**config.mk**
```make
export PLATFORM = sky130hd
export DESIGN_NAME = bits_unflatten_flat
export DESIGN_NICKNAME = d
export VERILOG_FILES = /design/src/rtl/bits_unflatten_if.sv /design/src/rtl/bits_unflatten.sv /design/src/flat_wrapper.sv
export SDC_FILE = /design/constraint.sdc
export NUM_CORES = 1
export LEC_CHECK = 0
export BUFFER_PORTS_ARGS = -buffer_cell sky130_fd_sc_hd__buf_4
export CELL_PAD_IN_SITES_DETAIL_PLACEMENT = 1
export CELL_PAD_IN_SITES_GLOBAL_PLACEMENT = 1
export CORE_MARGIN = 2
export CORE_UTILIZATION = 25
export CTS_CLUSTER_DIAMETER = 40
export DETAILED_ROUTE_END_ITERATION = 6
export GPL_ROUTABILITY_DRIVEN = 0
export PLACE_DENSITY_LB_ADDON = 0.1
export SLEW_MARGIN = 20
export SYNTH_ARGS = -nofsm -noshare
export SYNTH_HDL_FRONTEND = slang
export SYNTH_SLANG_ARGS = --single-unit
```
**constraint.sdc**
```tcl
create_clock -name clk -period 1.6 [get_ports clk]
set_input_delay 0.16 -clock clk [delete_from_list [all_inputs] [get_ports clk]]
set_output_delay 0.16 -clock clk [all_outputs]
set_load 0.03 [all_outputs]
```
**src/rtl/bits_unflatten_if.sv**
```systemverilog
// Serial-bit input and assembled-symbol output bundle for bits_unflatten.
interface bits_unflatten_if #(
  parameter int M = 8
);
  logic         bypass;
  logic         I;
  logic         I_vld;
  logic         I_sof;
  logic [M-1:0] O;
  logic         O_vld;
  logic         O_err;

  modport master (
    output bypass, I, I_vld, I_sof,
    input  O, O_vld, O_err
  );

  modport slave (
    input  bypass, I, I_vld, I_sof,
    output O, O_vld, O_err
  );
endinterface

```
**src/rtl/bits_unflatten.sv**
```systemverilog
// Collects N serial bits (first bit -> O[0]) into one registered symbol,
// with gap timeout, restart-on-sof error reporting and a BPSK bypass mode.
module bits_unflatten #(
  parameter int N                = 2,
  parameter int M                = 8,
  parameter int BYPASS_SELECTION = 1,
  parameter int GAP_MAX          = 15
) (
  input  logic            clk,
  input  logic            rst_n,
  bits_unflatten_if.slave bus
);

  localparam int CW = (N > 1) ? $clog2(N) : 1;
  localparam int GW = (GAP_MAX > 0) ? $clog2(GAP_MAX + 1) : 1;

  typedef enum logic {IDLE, COLLECT} state_t;

  state_t          state_q, state_d;
  logic [CW-1:0]   cnt_q, cnt_d;
  logic [GW-1:0]   gap_q, gap_d;
  logic [N-1:0]    part_q, part_d;
  logic [M-1:0]    o_q, o_d;
  logic            vld_q, vld_d;
  logic            err_q, err_d;
  logic            last_bit;
  logic            gap_hit;

  assign last_bit = (cnt_q == CW'(N - 1));
  // The idle cycle that would bring the gap count to GAP_MAX ends the symbol.
  assign gap_hit  = (gap_q >= GW'(GAP_MAX - 1));

  always_ff @(posedge clk) begin
    if (!rst_n) begin
      state_q <= IDLE;
      cnt_q   <= '0;
      gap_q   <= '0;
      part_q  <= '0;
      o_q     <= '0;
      vld_q   <= 1'b0;
      err_q   <= 1'b0;
    end else begin
      state_q <= state_d;
      cnt_q   <= cnt_d;
      gap_q   <= gap_d;
      part_q  <= part_d;
      o_q     <= o_d;
      vld_q   <= vld_d;
      err_q   <= err_d;
    end
  end

  always_comb begin
    state_d = state_q;
    if (bus.bypass) begin
      state_d = IDLE;
    end else begin
      case (state_q)
        IDLE:    if (bus.I_vld && bus.I_sof) state_d = COLLECT;
        COLLECT: begin
          if (bus.I_vld) begin
            if (!bus.I_sof && last_bit) state_d = IDLE;
          end else if (gap_hit) begin
            state_d = IDLE;
          end
        end
        default: state_d = IDLE;
      endcase
    end
  end

  always_comb begin
    cnt_d  = cnt_q;
    gap_d  = gap_q;
    part_d = part_q;
    o_d    = o_q;
    vld_d  = 1'b0;
    err_d  = 1'b0;
    if (bus.bypass) begin
      // Bypass drops any partial symbol silently.
      cnt_d  = '0;
      gap_d  = '0;
      part_d = '0;
      if (bus.I_vld) begin
        vld_d               = 1'b1;
        o_d                 = '0;
        o_d[BYPASS_SELECTION] = bus.I;
      end
    end else begin
      case (state_q)
        IDLE: begin
          if (bus.I_vld && bus.I_sof) begin
            part_d    = '0;
            part_d[0] = bus.I;
            cnt_d     = CW'(1);
            gap_d     = '0;
          end
        end
        COLLECT: begin
          if (bus.I_vld) begin
            gap_d = '0;
            if (bus.I_sof) begin
              err_d     = 1'b1;
              part_d    = '0;
              part_d[0] = bus.I;
              cnt_d     = CW'(1);
            end else if (last_bit) begin
              vld_d        = 1'b1;
              o_d          = '0;
              o_d[N-1:0]   = part_q;
              o_d[N-1]     = bus.I;
              cnt_d        = '0;
              part_d       = '0;
            end else begin
              part_d[cnt_q] = bus.I;
              cnt_d         = cnt_q + CW'(1);
            end
          end else if (gap_hit) begin
            err_d  = 1'b1;
            cnt_d  = '0;
            gap_d  = '0;
            part_d = '0;
          end else begin
            gap_d = gap_q + GW'(1);
          end
        end
        default: begin
          cnt_d  = '0;
          gap_d  = '0;
          part_d = '0;
        end
      endcase
    end
  end

  assign bus.O     = o_q;
  assign bus.O_vld = vld_q;
  assign bus.O_err = err_q;

endmodule

```
**src/flat_wrapper.sv**
```systemverilog
// flat-port wrapper written by rule: the top's interface ports become plain ports
module bits_unflatten_flat 
#(
  parameter int N                = 2,
  parameter int M                = 8,
  parameter int BYPASS_SELECTION = 1,
  parameter int GAP_MAX          = 15
)
  (clk, rst_n, bus_bypass, bus_I, bus_I_vld, bus_I_sof, bus_O, bus_O_vld, bus_O_err);
  bits_unflatten_if #(.M(M)) bus_i ();
  input  logic clk;
  input  logic rst_n;
  input wire logic [$bits(bus_i.bypass)-1:0] bus_bypass;
  input wire logic [$bits(bus_i.I)-1:0] bus_I;
  input wire logic [$bits(bus_i.I_vld)-1:0] bus_I_vld;
  input wire logic [$bits(bus_i.I_sof)-1:0] bus_I_sof;
  output wire logic [$bits(bus_i.O)-1:0] bus_O;
  output wire logic [$bits(bus_i.O_vld)-1:0] bus_O_vld;
  output wire logic [$bits(bus_i.O_err)-1:0] bus_O_err;
  assign bus_i.bypass = bus_bypass;
  assign bus_i.I = bus_I;
  assign bus_i.I_vld = bus_I_vld;
  assign bus_i.I_sof = bus_I_sof;
  assign bus_O = bus_i.O;
  assign bus_O_vld = bus_i.O_vld;
  assign bus_O_err = bus_i.O_err;
  bits_unflatten #(.N(N), .M(M), .BYPASS_SELECTION(BYPASS_SELECTION), .GAP_MAX(GAP_MAX)) u_core (.clk(clk), .rst_n(rst_n), .bus(bus_i));
endmodule
```
==> flow_summary.yaml, run 1 <==
critical_path:
  crit_fanout: 4
  cp.buffers_inverters: 1
  worstPathArrival_ps: 1630
  crit_type: "reg -> reg"
  crit_slowest_cell: "dfxtp_1"
  worst_setup_path_end_kind: "register"
  cp_top_family: "compound AO/OA/AOI/OAI gates"
  crit_chain: "inv_1, ha_1, o211a_1, nor3b_4, o21ai_1, a21oi_1"
  start_kind: "register"
  crit_required_ps: 1800
  cpPeakStageDelay_ps: 350
grt:
  grt_max_degree: 10
  grt_pass1_vias: 471
  antenna_found_initial: 0
  grt.total_usage: 0.1137
  grt-ovfl-total: 0
  grt_pass1_wl_mm: 2.145
finish:
  drive_gt1_frac: 0.2208
  nFillCells: 269
  finalNonFillerCells: 105
  final_nets: 86
  diodes: 0
  area_growth_pct: 17.07
  multi_input_area_sq_um: 301.5
  seq_area_sq_um: 220.2
  final_core_util: 0.3055
clocking:
  clk_latency_ps: 260
  hold_buffers: 0
  clkTransAtPathRegs_ps: 70
  cts_buffer_depth: 2
  numCtsBuffers: 3
  ctsResizeCount: 0
  cts_setup_buffers: 0
  cts_root_buffer: "clkbuf_4"
  cts_tree: "yes"
  cts.sinks: 11
  cts.htree.levels: 1
outcome:
  status: "finished, final reports clean"
synth:
  synthArstFlopShare: 0
  synthSimpleGateAreaFrac: 0.2232
  syn_area_sq_um: 571.8
  ys_seq_elements: 11
  yosysMostFrequentCell: "dfxtp_1"
  synth_fa_ha_area_frac: 0.04376
  synth_enable_flop_cells: 0
  ys_warn_count: 0
  syn_inst: 66
  syn_area_per_cell_sq_um: 8.664
  synth_top_family_by_area: "simple AND/OR/NAND/NOR gates"
  muxShareOfSynthArea: 0.01751
  synthTopCellsByArea: "dfxtp_1 39%, buf_4 7.9%, ha_1 4.4%, o21ai_1 4.4%, a21oi_1 3.5%"
  yosysSeqAreaShare: 0.3851
  synth_common_cells: "11 x dfxtp_1, 6 x buf_4, 5 x inv_1, 5 x nand2_1, 5 x o21ai_1"
  synth-main-ff-cell: "dfxtp_1"
  yosysTopAreaCell: "dfxtp_1"
  synthDistinctLibCells: 29
  synth_top_area_share: 0.3851
  synth_compound_area_frac: 0.1926
  synth_xor_area_frac: 0
pwr:
  p_leak_uw: 0.0003001
  p_clk_frac: 0.346
  total_power_uw: 546.3
  vdd_drop_max_v: 0.0002483
  switching_share: 0.2709
  cell_internal_pwr_uw: 398.3
  pwr-share-seq: 0.517
  combPwrFrac: 0.137
  power.switching_uw: 148.0
  powerDensity_nw_per_um2: 816.1
routing:
  drt_first_pass_iters: 2
  postRouteAntennaNets: 0
  wl_mm: 1.174
  drcViolationCount: 0
  drt-initial-drc-count: 3
  num_vias: 456
  wl_per_cell_um: 11.18
  viasPerCell: 4.343
min_path:
  hold_class: "in -> reg"
die:
  die_h_um: 51.83
  dieArea_sq_um: 2686
  core-area_sq_um: 2191
  placementRows: 17
  start_util: 0.2610
  die_w_um: 51.83
  pin_count: 16
sta:
  rsz0062_at_grt: "no"
  finalSetupTns_ps: 0
  setup_viol: 0
  clock.fmax_mhz: 698.5
  finalCriticalPeriod_ps: 1432
  finalCritPeriodShare: 0.8948
  hold_viol_final: 0
  finalClockSkew_ps: 1.963
  slew_violations: 0
run:
  timing.max_cap.violations: 0
placement:
  dp_hpwl_um: 920.2
  dp_cells: 101
  portBuffers: 9
## placed cells by master (no fill, tap or decap), types with 2 or more instances in the layout
master    count
nand2_1       5
nor2_1        4
buf_4         9
dfxtp_1      11
conb_1        6
inv_1         5
nand3_1       3
o21ai_1       5
a21oi_1       4
ha_1          2
clkbuf_4      3
o21ai_0       2
## power by group through the flow
stage	combinational, uW	sequential [uW]	clock, uW
finish	74.7	283	189
global placement	74.7	289	0
CTS	74.8	283	205
floorplan	58.8	293	0
global route	82.6	284	220
detailed placement	74.4	289	0
## per-layer routing
layer / GRT usage / share of wire
met5: 0 / 0
met4: 0.09211 / 0.014
met3: 0.02586 / 0.030
met2: 0.1730 / 0.49
met1: 0.1355 / 0.47
## final cells by class
cell class	instances	share of cell area
inverters	5	0.02804
clock buffers	4	0.03925
flip-flops and latches	11	0.3290
multi-input cells	48	0.4505
well taps	28	0.05234
repair buffers	9	0.1009
## worst register-to-register path: stages, from the launching register on
cell     delay [ps]
dfxtp_1         350
inv_1            70
ha_1            190
o211a_1         270
nor3b_4         260
o21ai_1         100
a21oi_1         120
## registers in the layout, indices dropped and copies added, names as in the netlist
| name | cells |
|---|---|
| u_core.bus.O | 2 |
| u_core.bus.O_err | 1 |
| u_core.bus.O_vld | 1 |
| u_core.cnt_q | 1 |
| u_core.gap_q | 4 |
| u_core.part_q | 1 |
| u_core.state_q | 1 |
## metrics by stage
stage                     setup WS [ps]  area (sq um)  hold WS [ps]
after global placement            191.7         636.9         421.9
after floorplan                   302.4         590.6         272.2
after global routing              11.57         669.4         168.8
after detailed placement          145.4         636.9         431.0
after CTS                         125.1         663.1         139.4
final                             168.3         669.4         154.4
## cells by family after synthesis
kind of cell	count (synthesis)
compound gates	17
fa+ha+maj	2
buf+inv	12
flops	11
mux	1
other cells	1
simple gates	22
## path summary, 6_finish.rpt
check / startpoint / endpoint / slack [ps] / cells after the start
max reg2reg: u_core.gap_q[0]$_SDFFE_PP0P_ / u_core.gap_q[3]$_SDFFE_PP0P_ / 170 / 6
min: bus_I / u_core.bus.O[1]$_SDFFE_PN0P_ / 150 / 3
min reg2reg: u_core.bus.O[1]$_SDFFE_PN0P_ / u_core.bus.O[1]$_SDFFE_PN0P_ / 470 / 2
max: u_core.gap_q[0]$_SDFFE_PP0P_ / u_core.gap_q[3]$_SDFFE_PP0P_ / 170 / 6
Power figures use the tool's default switching activity.
==> inputs of run 2 (changes only) <==
- BUFFER_PORTS_ARGS: -buffer_cell sky130_fd_sc_hd__buf_4 -> -buffer_cell sky130_fd_sc_hd__buf_2
==> run 2 against run 1 <==
Net effect:
- core utilization down 1.0 points
- critical path depth is the same
- routed wire length unchanged
- sequential share of layout area increased by 1.1 points
- clock power is essentially flat
- clock-buffer cell count did not move
- cell count did not move
- via count up 3.5%
- clock skew hardly changed
- worst hold slack worse by 10 ps
- sequential cell count is the same
- combinational power fell by 6.4%
- critical path type unchanged
- largest cell class unchanged
- highest routed layer unchanged
==> flow_summary.yaml, run 2 (synthesis gave the netlist of run 1 again) <==
pwr:
  vdd_drop_max_v: 0.0003094
  powerDensity_nw_per_um2: 836.1
  pwr-share-seq: 0.522
  combPwrFrac: 0.129
  total_power_uw: 540.8
  cell_internal_pwr_uw: 393.2
  p_leak_uw: 0.0002958
  switching_share: 0.2730
  power.switching_uw: 147.6
  p_clk_frac: 0.349
finish:
  area_growth_pct: 13.13
  largest_register: "u_core.gap_q"
  drive_gt1_frac: 0.2208
  final_cell_mix: "11 x dfxtp_1, 9 x buf_2, 6 x conb_1"
  final_nets: 86
  finalNonFillerCells: 105
  diodes: 0
  largest_reg_flops: 4
  layout_commonest_cell: "dfxtp_1"
sta:
  rsz0062_at_grt: "no"
  whs_ps: 144.4
  finalSetupTns_ps: 0
  clock.fmax_mhz: 692.9
  fin_ws_ps: 156.9
  finalCritPeriodShare: 0.9020
  setup_viol: 0
  slew_violations: 0
  hold_viol_final: 0
  finalCriticalPeriod_ps: 1443
  finalClockSkew_ps: 1.839
critical_path:
  worst_setup_path_end_kind: "register"
  crit_slowest_cell: "dfxtp_1"
  crit_fanout: 4
  cp_top_family: "compound AO/OA/AOI/OAI gates"
  cp.depth: 6
  cpPeakStageDelay_ps: 350
  crit_path_end: "u_core.gap_q[3]$_SDFFE_PP0P_"
  crit_chain: "inv_1, ha_1, o211a_1, nor3b_4, o21ai_1, a21oi_1"
  r2r-start: "u_core.gap_q[0]$_SDFFE_PP0P_"
  r2r_setup_slack_ps: 160
  crit_required_ps: 1790
  crit_type: "reg -> reg"
  worstSetupStartpoint: "u_core.gap_q[0]$_SDFFE_PP0P_"
  start_kind: "register"
  reg2reg_to: "u_core.gap_q[3]$_SDFFE_PP0P_"
  ff2ff_path_depth: 6
  worstPathArrival_ps: 1640
  cp.buffers_inverters: 1
clocking:
  clk_latency_ps: 260
  cts_root_buffer: "clkbuf_4"
  clkTransAtPathRegs_ps: 70
  cts.sinks: 11
  cts_setup_buffers: 0
  cts_tree: "yes"
  cts.htree.levels: 1
  cts_buffer_depth: 2
  numCtsBuffers: 3
placement:
  place_ws_ps: 148.5
  dp_hpwl_um: 877.4
  dp_cells: 101
  portBuffers: 9
min_path:
  hold_class: "in -> reg"
  hp-start: "bus_I"
routing:
  wl_mm: 1.174
  drt_first_pass_iters: 4
  wl_per_cell_um: 11.18
  drcViolationCount: 0
  num_vias: 472
  viasPerCell: 4.495
  postRouteAntennaNets: 0
  drt-initial-drc-count: 4
grt:
  grt.total_usage: 0.1016
  grt-ovfl-total: 0
  grt_pass1_wl_mm: 1.966
  grt_pass1_vias: 449
  antenna_found_initial: 0
  grt_max_degree: 10
die:
  core-area_sq_um: 2191
  die_h_um: 51.83
  pin_count: 16
  placementRows: 17
  die_w_um: 51.83
  start_util: 0.2610
  dieArea_sq_um: 2686
outcome:
  status: "finished, final reports clean"
run:
  timing.max_cap.violations: 0
[run 2: cell count changes in the layout (fill, tap and decap cells not counted)]
| cell | change |
|---|---|
| buf_4 | -9 |
| buf_2 | +9 |
[run 2: worst min path at each step]
| stage | cells after the start | end | slack, ps |
|---|---|---|---|
| 3_5_place_dp | 3 | u_core.bus.O[1]$_SDFFE_PN0P_ | 420 |
| 3_3_place_gp | 3 | u_core.bus.O[1]$_SDFFE_PN0P_ | 420 |
| 6_report | 3 | u_core.bus.O[1]$_SDFFE_PN0P_ | 140 |
| 2_1_floorplan | 2 | u_core.bus.O_vld$_SDFF_PN0_ | 270 |
| 5_1_grt | 3 | u_core.bus.O[1]$_SDFFE_PN0P_ | 150 |
| 4_1_cts | 3 | u_core.bus.O[1]$_SDFFE_PN0P_ | 130 |
[run 2: power groups by stage]
| stage | clock, uW | sequential (uW) | combinational, uW |
|---|---|---|---|
| after detailed placement | 0 | 289 | 68.6 |
| after global routing | 221 | 283 | 77.5 |
| after floorplan | 0 | 293 | 58.8 |
| final | 189 | 282 | 69.9 |
| after CTS | 202 | 282 | 68.7 |
| after global placement | 0 | 289 | 69.6 |
[run 2: metal layers]
| layer | routed length (um) | track usage | part of all wire | vias up |
|---|---|---|---|---|
| met1 | 547 | 0.1176 | 0.47 | 223 |
| met3 | 39 | 0.03448 | 0.033 | 2 |
| met4 | 14 | 0.05263 | 0.012 | 0 |
| li1 | - | - | - | 236 |
| met2 | 572 | 0.1646 | 0.49 | 11 |
| met5 | 0 | 0 | 0 | - |
[run 2: worst register-to-register path: stages, from the launching register on]
cell	delay [ps]
dfxtp_1	350
inv_1	80
ha_1	190
o211a_1	270
nor3b_4	260
o21ai_1	100
a21oi_1	120
[run 2: stage by stage]
| stage | cell area, sq um | util |
|---|---|---|
| 4_1_cts | 640.6 | 0.2924 |
| 6_report | 646.9 | 0.2953 |
| 2_1_floorplan | 590.6 | - |
| 3_5_place_dp | 614.3 | 0.2804 |
| 3_3_place_gp | 614.3 | 0.2804 |
| 5_1_grt | 646.9 | 0.2953 |
[run 2: repair_timing]
action                     in CTS  in global routing
hold buffers                    0                  0
setup endpoints to repair       0                  1
resized for setup               0                  1
[run 2: area by class of cell]
cell class / instances / area (sq um)
fillers: 274 / 1544
multi-input cells: 48 / 301.5
inverters: 5 / 18.77
flip-flops and latches: 11 / 220.2
well taps: 28 / 35.03
repair buffers: 9 / 45.04
clock buffers: 4 / 26.28
